## config.mk

```make
export PLATFORM = sky130hd
export DESIGN_NAME = serial_subtractor_n_bit
export DESIGN_NICKNAME = d
export VERILOG_FILES = /design/src/rtl/serial_subtractor_n_bit_pkg.sv /design/src/rtl/serial_subtractor_n_bit_cell.sv /design/src/rtl/serial_subtractor_n_bit.sv
export SDC_FILE = /design/constraint.sdc
export NUM_CORES = 1
export LEC_CHECK = 0
export ABC_AREA = 1
export CORE_MARGIN = 3
export CORE_UTILIZATION = 52
export DETAILED_ROUTE_END_ITERATION = 10
export GPL_ROUTABILITY_DRIVEN = 0
export MAX_ROUTING_LAYER = met4
export PLACE_DENSITY = 0.93
export REMOVE_ABC_BUFFERS = 1
export SYNTH_ARGS = -nofsm -noshare
export SYNTH_HDL_FRONTEND = slang
export SYNTH_HIERARCHICAL = 1
export SYNTH_SLANG_ARGS = --single-unit
export TNS_END_PERCENT = 10
```

## constraint.sdc

```tcl
create_clock -name clk -period 2 [get_ports clk]
set_input_delay 0.2 -clock clk [delete_from_list [all_inputs] [get_ports clk]]
set_output_delay 0.2 -clock clk [all_outputs]
set_load 0.01 [all_outputs]
```

## src/rtl/serial_subtractor_n_bit_pkg.sv

```systemverilog
// Shared definitions for the bit-serial arithmetic blocks.
package serial_subtractor_n_bit_pkg;

  // Control states of a bit-serial operator: waiting for operands,
  // shifting bits through the cell, presenting the result.
  typedef enum logic [1:0] {
    IDLE = 2'd0,
    BUSY = 2'd1,
    DONE = 2'd2
  } sub_state_e;

  // Bit counter width large enough to hold 0..w without wrapping.
  function automatic int unsigned cnt_width(input int unsigned w);
    return (w < 1) ? 1 : $clog2(w + 1);
  endfunction

endpackage

```

## src/rtl/serial_subtractor_n_bit_cell.sv

```systemverilog
// Single-bit full subtractor used as the serial datapath cell.
module full_subtractor_1_bit (
  input  logic a,
  input  logic b,
  input  logic bin,
  output logic diff,
  output logic bout
);

  // Difference and borrow of a - b - bin for one bit position.
  always_comb begin
    diff = a ^ b ^ bin;
    bout = (~a & b) | (~(a ^ b) & bin);
  end

endmodule

```

## src/rtl/serial_subtractor_n_bit.sv

```systemverilog
// Bit-serial N-bit subtractor: accepts operands in IDLE, processes one bit
// per cycle LSB-first in BUSY, holds the result in DONE until consumed.
module serial_subtractor_n_bit
  import serial_subtractor_n_bit_pkg::*;
#(
  parameter int unsigned WIDTH = 4
) (
  input  logic             clk,
  input  logic             rst,
  input  logic             in_valid,
  output logic             in_ready,
  input  logic [WIDTH-1:0] a,
  input  logic [WIDTH-1:0] b,
  input  logic             bin,
  output logic             out_valid,
  input  logic             out_ready,
  output logic [WIDTH-1:0] diff,
  output logic             bout
);

  localparam int unsigned       CNT_W    = cnt_width(WIDTH);
  localparam logic [CNT_W-1:0]  LAST_BIT = CNT_W'(WIDTH - 1);
  localparam logic [CNT_W-1:0]  CNT_ONE  = CNT_W'(1);

  sub_state_e       state_q, state_d;
  logic [WIDTH-1:0] a_q, a_d;
  logic [WIDTH-1:0] b_q, b_d;
  logic [WIDTH-1:0] res_q, res_d;
  logic             br_q, br_d;
  logic [CNT_W-1:0] cnt_q, cnt_d;

  logic             cell_diff;
  logic             cell_bout;

  // One cell, fed from the operand LSBs and the running borrow each cycle.
  full_subtractor_1_bit u_cell (
    .a    (a_q[0]),
    .b    (b_q[0]),
    .bin  (br_q),
    .diff (cell_diff),
    .bout (cell_bout)
  );

  // Handshake flags decode straight from state, so no input reaches them.
  assign in_ready  = (state_q == IDLE);
  assign out_valid = (state_q == DONE);
  assign diff      = res_q;
  assign bout      = br_q;

  // Next-state and datapath update: load on accept, shift in BUSY, hold otherwise.
  always_comb begin
    state_d = state_q;
    a_d     = a_q;
    b_d     = b_q;
    res_d   = res_q;
    br_d    = br_q;
    cnt_d   = cnt_q;
    unique case (state_q)
      IDLE: begin
        if (in_valid && in_ready) begin
          a_d     = a;
          b_d     = b;
          br_d    = bin;
          cnt_d   = '0;
          state_d = BUSY;
        end
      end
      BUSY: begin
        a_d   = a_q >> 1;
        b_d   = b_q >> 1;
        br_d  = cell_bout;
        // Shift-then-overwrite keeps this legal for WIDTH == 1.
        res_d            = res_q >> 1;
        res_d[WIDTH-1]   = cell_diff;
        cnt_d            = cnt_q + CNT_ONE;
        if (cnt_q == LAST_BIT) begin
          state_d = DONE;
        end
      end
      DONE: begin
        if (out_ready) begin
          state_d = IDLE;
        end
      end
      default: begin
        state_d = IDLE;
      end
    endcase
  end

  // State and datapath registers; reset discards any operation in flight.
  always_ff @(posedge clk or posedge rst) begin
    if (rst) begin
      state_q <= IDLE;
      a_q     <= '0;
      b_q     <= '0;
      res_q   <= '0;
      br_q    <= 1'b0;
      cnt_q   <= '0;
    end else begin
      state_q <= state_d;
      a_q     <= a_d;
      b_q     <= b_d;
      res_q   <= res_d;
      br_q    <= br_d;
      cnt_q   <= cnt_d;
    end
  end

endmodule

```

==> results of run 1 <==
==> sequential cells by signal (all words and copies together) (netlist names) <==
register / count
a_q: 4
b_q: 4
diff: 4
cnt_q: 3
state_q: 2
bout: 1
==> final cells by class <==
class                           instances  area (sq um)  share of cell area (%)
Timing Repair Buffer                   20           198                    17.8
Tap cell                               16          20.0                    1.80
Multi-Input combinational cell         69           339                    30.5
Inverter                               22          82.6                    7.42
Clock buffer                            3          22.5                    2.02
Sequential cell                        18           450                    40.5
==> worst paths after layout <==
path | from | endpoint | slack (ns) | depth (start not counted)
setup / recovery | state_q[1] | in_ready | 0.32 | 2
hold / removal | rst | b_q[1] | 0.30 | 2
setup reg to reg | state_q[0] | cnt_q[1] | 0.74 | 4
min in group clk | out_ready | state_q[1] | 0.47 | 2
max in group asynchronous | rst | diff[1] | 1.28 | 2
hold reg to reg | diff[0] | diff[0] | 0.49 | 2
==> through the flow <==
step	cells	utilization, %	hold slack [ns]
2_1_floorplan	109	-	0.139
3_3_place_gp	145	69.9	0.459
3_5_place_dp	145	69.9	0.465
4_1_cts	148	71.3	0.323
5_1_grt	148	71.3	0.356
6_report	148	71.3	0.296
==> worst max-delay path, stage by stage, from the launching register on <==
cell	delay (ns)
sky130_fd_sc_hd__dfrtp_1	0.44
sky130_fd_sc_hd__nor2_1	0.18
sky130_fd_sc_hd__clkdlybuf4s50_1	0.57
==> power groups by stage <==
stage	registers, mW	clock network [mW]	logic [mW]
2_1_floorplan	0.679	0	0.531
3_3_place_gp	0.639	0	0.838
3_5_place_dp	0.653	0	0.877
4_1_cts	0.646	0.178	0.882
5_1_grt	0.670	0.198	1.02
6_report	0.644	0.173	0.872
==> layer usage <==
metal  global-route usage (%)  up-vias
li1                         -      377
met1                     23.0      326
met2                     32.6       18
met3                     6.51        9
met4                     9.94        0
met5                        -        -
==> cells in the final DEF, fill, tap and decap left out <==
master | netlist | layout
sky130_fd_sc_hd__nand3_1 | 9 | 9
sky130_fd_sc_hd__clkbuf_4 | 0 | 3
sky130_fd_sc_hd__nand2_1 | 42 | 42
sky130_fd_sc_hd__clkdlybuf4s50_1 | 0 | 19
sky130_fd_sc_hd__nor2_1 | 3 | 3
sky130_fd_sc_hd__buf_4 | 1 | 1
sky130_fd_sc_hd__fa_1 | 1 | 1
sky130_fd_sc_hd__inv_1 | 20 | 20
sky130_fd_sc_hd__nor2_4 | 1 | 1
sky130_fd_sc_hd__o21ai_1 | 1 | 1
sky130_fd_sc_hd__nand2_2 | 1 | 1
sky130_fd_sc_hd__ha_1 | 2 | 2
sky130_fd_sc_hd__a21oi_1 | 2 | 2
sky130_fd_sc_hd__inv_2 | 2 | 2
sky130_fd_sc_hd__o21ai_0 | 4 | 4
sky130_fd_sc_hd__o31ai_1 | 1 | 1
sky130_fd_sc_hd__o21ai_2 | 1 | 1
sky130_fd_sc_hd__nand2_4 | 1 | 1
sky130_fd_sc_hd__dfrtp_1 | 18 | 18
==> kinds of logic after synthesis <==
kind of cell | Yosys count
fa+ha+maj | 3
simple gates | 57
compound gates | 9
flops | 18
buf+inv | 24
==> results.txt, run 1 <==
- In this run, CTS created clock tree buffers numbering 3.
- Largest net degree at the start of global routing: 19
* Area of the core region: 1560 sq um
* Area share of the largest cell type after synthesis: 50.6%
* Mean area per synthesized cell: 8.03 sq um
* Run status: completed
* Met3 wire len: 86 um
* Routed via count: 730
- OpenSTA, run right after detailed placement, puts the worst setup slack at 0.635 ns.
* Relative contribution of the clock network to total power: 10.3%
* DR vias/cell: 4.93
- Clock-pin slew was measured on the worst setup and hold paths at 0.09 ns.
- The first TritonRoute pass finished after 4 iterations.
- In the post-synthesis netlist, the cell with the most instances is sky130_fd_sc_hd__nand2_1.
- Number of H-tree levels: 1
* Arrival @ worst endpoint: 1.48 ns
- Clock insertion delay at the later pin of the skew report: 0.29 ns
- Detailed placement finished with a half-perimeter wire length of 1.28 mm.
- STA classifies the critical path startpoint as a flop.
- Yosys warnings: 6
* Total Wirelength: 1.68 mm
- The clock passes through at most 2 buffers.
* Post-route design area: 1110 sq um
* Startpoint-to-endpoint class of the critical path: reg2out
- In this run the worst hold path is classified as in2async.
- Power density relative to cell area: 1520 nW/um^2
- Initial Util: 57.1%
- Top flip-flop cell by instance count after synthesis: sky130_fd_sc_hd__dfrtp_1
- Diodes inserted: 0
- Combinational logic is responsible for 51.6% of the overall power.
- IR Drop Worst-Case VDD: 1.06 mV
- Of the total synthesized cell area, the portion taken by XOR and XNOR cells is 0%.
- After filler insertion, the fill cell instance count of the layout stands at 117.
- Synthesized-area fraction occupied by and/or/nand/nor cells: 27.2%
- Met1 Wirelength: 696 um
* Synth Area in Compound Gates: 5.76%
- Static timing analysis puts the maximum clock frequency at 597 MHz.
- By count the netlist is led by sky130_fd_sc_hd__nand2_1 (42), sky130_fd_sc_hd__inv_1 (20), sky130_fd_sc_hd__dfrtp_1 (18).
- In the synthesized netlist, mux cells make up 0% of the area.
- Final hold viol count: 0
* Global-route congestion overflow total: 0
- Global routing consumed, over all layers together, 20.5% of the routing resources.
- The share of the Yosys chip area taken by registers is 50.6%.
- After the last flow step, the layout net total stands at 150.
- Setup skew after layout: 0.00131 ns
* Vias in the first global route: 669
- The synthesized netlist devotes 5.06% of its cell area to adder and majority cells.
- Proportion of power drawn by flip-flops and latches: 38.1%
* Power Total: 1.69 mW
- Synthesis handed over a netlist of 111 instances.
- Internal Dissipation: 974 uW
- Die extent in x: 47.4 um
- Setup violations remaining at the end of the flow were counted as 0.
* Net switching power figure: 715 uW
- The number of antenna violations at the first check in global routing is 0.
- The highest layer touched by signal routing is met4.
* Setup tns final: 0 ns
- Sink Count: 18
- Counting flops with an async set or reset pin after synthesis yields a share of 100%.
- The area growth from synthesis to layout is 24.9%.
* Sw Share: 42.3%
* Number of buffers inserted by hold repair at cts: 0
- The placed instances occupy a cell area of 1090 sq um.
- Dominant combinational cell family by area after synthesis: simple AND/OR/NAND/NOR gates
- In this run the remaining antenna-violating nets after routing total 0.
- Max-cap violations: 0
- Library cell with the largest summed area after synthesis: sky130_fd_sc_hd__dfrtp_1
* Worst Slack Setup Final: 0.325 ns
- First-pass GRT wire length: 2.97 mm
- Data required, critical path: 1.80 ns
* RSZ-0062 raised after global routing: false
* Biggest fanout along the worst timing path: 3
* Portion of the clock cycle consumed by the worst path in the final layout: 83.8%
- Clock tree from TritonCTS: yes
- After synthesis the cells add up to 891 sq um.
- Post-route minimum period: 1.68 ns
* Flops & latches, synth: 18
- Worst slew margin relative to its limit: 55.4%
* Worst slew pin tran: 0.669 ns
- Dividing the detail-routed wire length by the instance count gives 11.3 um.
- In this run the core area contains 14 standard-cell rows.
* Top area cells in the synthesized netlist: sky130_fd_sc_hd__dfrtp_1 (51%), sky130_fd_sc_hd__nand2_1 (18%), sky130_fd_sc_hd__inv_1 (8.4%), sky130_fd_sc_hd__nand3_1 (5.1%), sky130_fd_sc_hd__ha_1 (2.8%)
- The tree is rooted in a sky130_fd_sc_hd__clkbuf_4.
- In the final layout, the share of cells above drive strength 1 is 7.58%.
* Number of max-slew violations in the final report: 0
- The die covers 2250 sq um.
- In this run, post-CTS repair resized a total of 0 instances.
* Number of library cell types mapped by synthesis: 18
- Final routed DRC violation total: 0
- Die extent in y: 47.4 um
* Static leakage power: 0.600 nW
* Post-CTS setup buffer count: 0
- The detailed router finished its first iteration with 21 violations.
* Number of enable flip-flop cells after synthesis: 0
- Pin placement for this block handled 20 I/O pins.
* Met2 WL post-DR: 837 um
- Input and output buffers added on the ports amount to 19.
- Crit path capture type: primary output
No activity file was read; power rests on OpenSTA's default activity.
==> run 2, diff against run 1 <==
CORE_UTILIZATION = 48   (was 52)
PLACE_DENSITY = 0.88   (was 0.93)
clock period = 1.6 ns   (was 2 ns; I/O delays follow)
==> run 2 against run 1 <==
  * Worst setup slack got worse by 0.093 ns
  * Register-to-register slack got worse by 0.48 ns
  * Sequential share of layout area decreased by 0.82 points
  * Flip-flop and latch count unchanged
  * Clock skew decreased by 0.0010 ns
  * Sequential power increased by 27%
  * Global-route usage decreased by 2.8 points
  * Clock power increased by 25%
  * Combinational power increased by 27%
  * Critical path depth decreased by 1
  * Core utilization decreased by 1.5 points
  * Largest cell class unchanged
  * Largest power group unchanged
==> results.txt, run 2 (synthesized netlist as in run 1, its figures left out) <==
- Net count, final: 151 (was 150)
- The pre-CTS setup slack is 0.248 ns (was 0.635 ns).
* I/O Pins: 20 (unchanged)
* Worst slew margin relative to its limit: 70.2% (was 55.4%)
* Area used by multi-input combinational logic: 342 sq um (was 339 sq um)
- The number of buffer cells added on primary ports is 19 (unchanged).
* Most common cell after layout, fill and taps aside: sky130_fd_sc_hd__nand2_1 (unchanged)
- The biggest fanout along the worst timing path was 3 (unchanged).
- The leakage power of the design was 0.635 nW (was 0.600 nW).
* Worst r2r path cells: 4 (unchanged)
- The clock network latency to the later pin of the worst-skew pair was 0.28 ns (was 0.29 ns).
- The critical register-to-register path startpoint is state_q[0] (unchanged).
- The routed via count was 765 (was 730).
- The per-cell via count in the routed design was 4.87 (was 4.93).
- Final routed wire length divided by cell count: 11.6 um (was 11.3 um)
* Reg2Reg Setup Slack: 0.26 ns (was 0.74 ns)
* Syn-to-layout area delta: 27.8% (was 24.9%)
- Global-route congestion overflow total: 0 (unchanged)
* Cell chosen for the clock root: sky130_fd_sc_hd__clkbuf_4 (unchanged)
* DRC violation total after the first TritonRoute iteration: 18 (was 21)
- Fraction of layout instances using a drive strength above 1: 9.77% (was 7.58%)
* Clock slew at the register clock pins of the worst setup and hold paths: 0.09 ns (about the same)
- The worst voltage drop across the vdd grid is 0.968 mV (was 1.06 mV).
- The final setup skew was 0.000309 ns (was 0.00131 ns).
- The number of buffers added by the clock tree synthesis step came to 3 (unchanged).
* Deepest clock path buffer count: 2 (unchanged)
- The deepest level of the CTS H-tree is 1 (unchanged).
- Vias in the first global route: 772 (was 669)
* Startpoint-to-endpoint class of the critical path: reg2out (unchanged)
* Power density relative to cell area: 1880 nW/um^2 (was 1520 nW/um^2)
- Crit path capture type: primary output (unchanged)
- The core area is 1630 sq um (was 1560 sq um).
* Post-route minimum period: 1.37 ns
- Clock tree from TritonCTS: yes (unchanged)
- Run status: completed (unchanged).
* Critical-path cell with the highest stage delay: sky130_fd_sc_hd__clkdlybuf4s50_1 (unchanged)
- Final setup violation count: 0 (unchanged)
* Crit-path leading delay family: buffers and inverters (unchanged)
* Critical Path Start Type: flop (unchanged)
- The setup TNS after final layout is 0 ns (unchanged).
* Largest net degree at the start of global routing: 19 (unchanged)
- Top library cells by usage in the layout, fill and taps aside: sky130_fd_sc_hd__nand2_1 (42), sky130_fd_sc_hd__inv_1 (20), sky130_fd_sc_hd__dfrtp_1 (17), sky130_fd_sc_hd__clkdlybuf4s50_1 (17), sky130_fd_sc_hd__nand3_1 (9) (was sky130_fd_sc_hd__nand2_1 (42), sky130_fd_sc_hd__inv_1 (20), sky130_fd_sc_hd__clkdlybuf4s50_1 (19), sky130_fd_sc_hd__dfrtp_1 (18), sky130_fd_sc_hd__nand3_1 (9))
- RSZ-0062 raised after global routing: false (unchanged).
* Diodes inserted: 0 (unchanged)
- The post-CTS setup buffer count is 0 (unchanged).
* Class of the tightest hold or removal check: in2async (unchanged)
* Area of the die: 2410 sq um (was 2250 sq um)
- Of the available clock period, the critical path in the final layout requires 85.5%.
- The hold buffer count at CTS is 0 (unchanged).
* End of the worst register-to-register path: a_q[1] (was cnt_q[1])
* Maximum clock rate: 731 MHz
- Initial Util: 54.7% (was 57.1%)
* Data required, critical path: 1.44 ns (was 1.80 ns)
* Die extent in y: 49.1 um (was 47.4 um)
- The residual DRC count is 0 (unchanged).
- Worst slew pin tran: 0.448 ns (was 0.669 ns)
* Post_cts resized: 2 (was 0)
- First-pass GRT wire length: 3.24 mm (was 2.97 mm)
* Number of nets still failing antenna checks after routing: 0 (unchanged)
- The detailed placement HPWL is 1.42 mm (was 1.28 mm).
- Antenna violations before repair: 0 (unchanged)
- The max-slew violation count came to 0 (unchanged).
- Number of fill cells in the layout: 159 (was 117)
* Global Route Usage Sum: 17.7% (was 20.5%)
* Cell Rows: 14 (unchanged)
- The clock sink count is 18 (unchanged).
- The final hold violation count is 0 (unchanged).
- Arrival @ worst endpoint: 1.21 ns (was 1.48 ns)
* Sequential cell area in the final layout: 452 sq um (was 450 sq um)
* Die extent in x: 49.1 um (was 47.4 um)
- Worst path bufs/invs: 1 (unchanged)
* Chain of cells forming the critical path: clkdlybuf4s50_1 (was nor2_1 > clkdlybuf4s50_1)
- The number of iterations in the first detailed-routing pass is 4 (unchanged).
- Delay of the slowest cell on the worst path: 0.54 ns (was 0.57 ns)
- The least setup slack across all paths after layout is 0.232 ns (was 0.325 ns).
- Max-cap violations: 0 (unchanged)
* Total Wirelength: 1.83 mm (was 1.68 mm)
==> run 2: where the power goes <==
part           internal [mW]  switching (mW)  total [mW]
combinational          0.460           0.649        1.11
clock                 0.0874           0.130       0.217
sequential             0.674           0.145       0.819
total                   1.22           0.924        2.15
==> run 2: routing by layer <==
metal	part of all wire [%]	global-route usage (%)	vias to the layer above
met5	0	-	-
met4	1.3	8.06	0
li1	-	-	376
met1	39	17.7	358
met3	5.9	3.98	4
met2	53	32.4	27
==> run 2: area by class of cell <==
cell class              instances  area share [%]
well taps                      24            2.64
inverters                      22            7.25
repair buffers                 21            18.5
clock buffers                   3            1.98
multi-input cells              69            30.0
flip-flops and latches         18            39.7
==> run 2: through the flow <==
step	area, sq um	instances	utilization (%)	hold WS, ns	power, mW
after floorplan	872	109	-	0.0986	1.51
after global placement	1110	154	68.0	0.461	1.84
after detailed placement	1110	154	68.0	0.474	1.95
after CTS	1130	157	69.6	0.189	2.16
after global routing	1140	157	69.9	0.219	2.37
final	1140	157	69.9	0.187	2.15
==> run 2: how the worst max path moves through the flow <==
stage	startpoint	end	slack, ns	cells past startpoint
after floorplan	bout	diff[3]	0.48	4
after global placement	state_q[1]	in_ready	0.31	2
after detailed placement	in_valid	a_q[1]	0.25	4
after CTS	state_q[1]	in_ready	0.004	2
after global routing	bout	bout	0.15	1
final	diff[2]	diff[2]	0.23	1
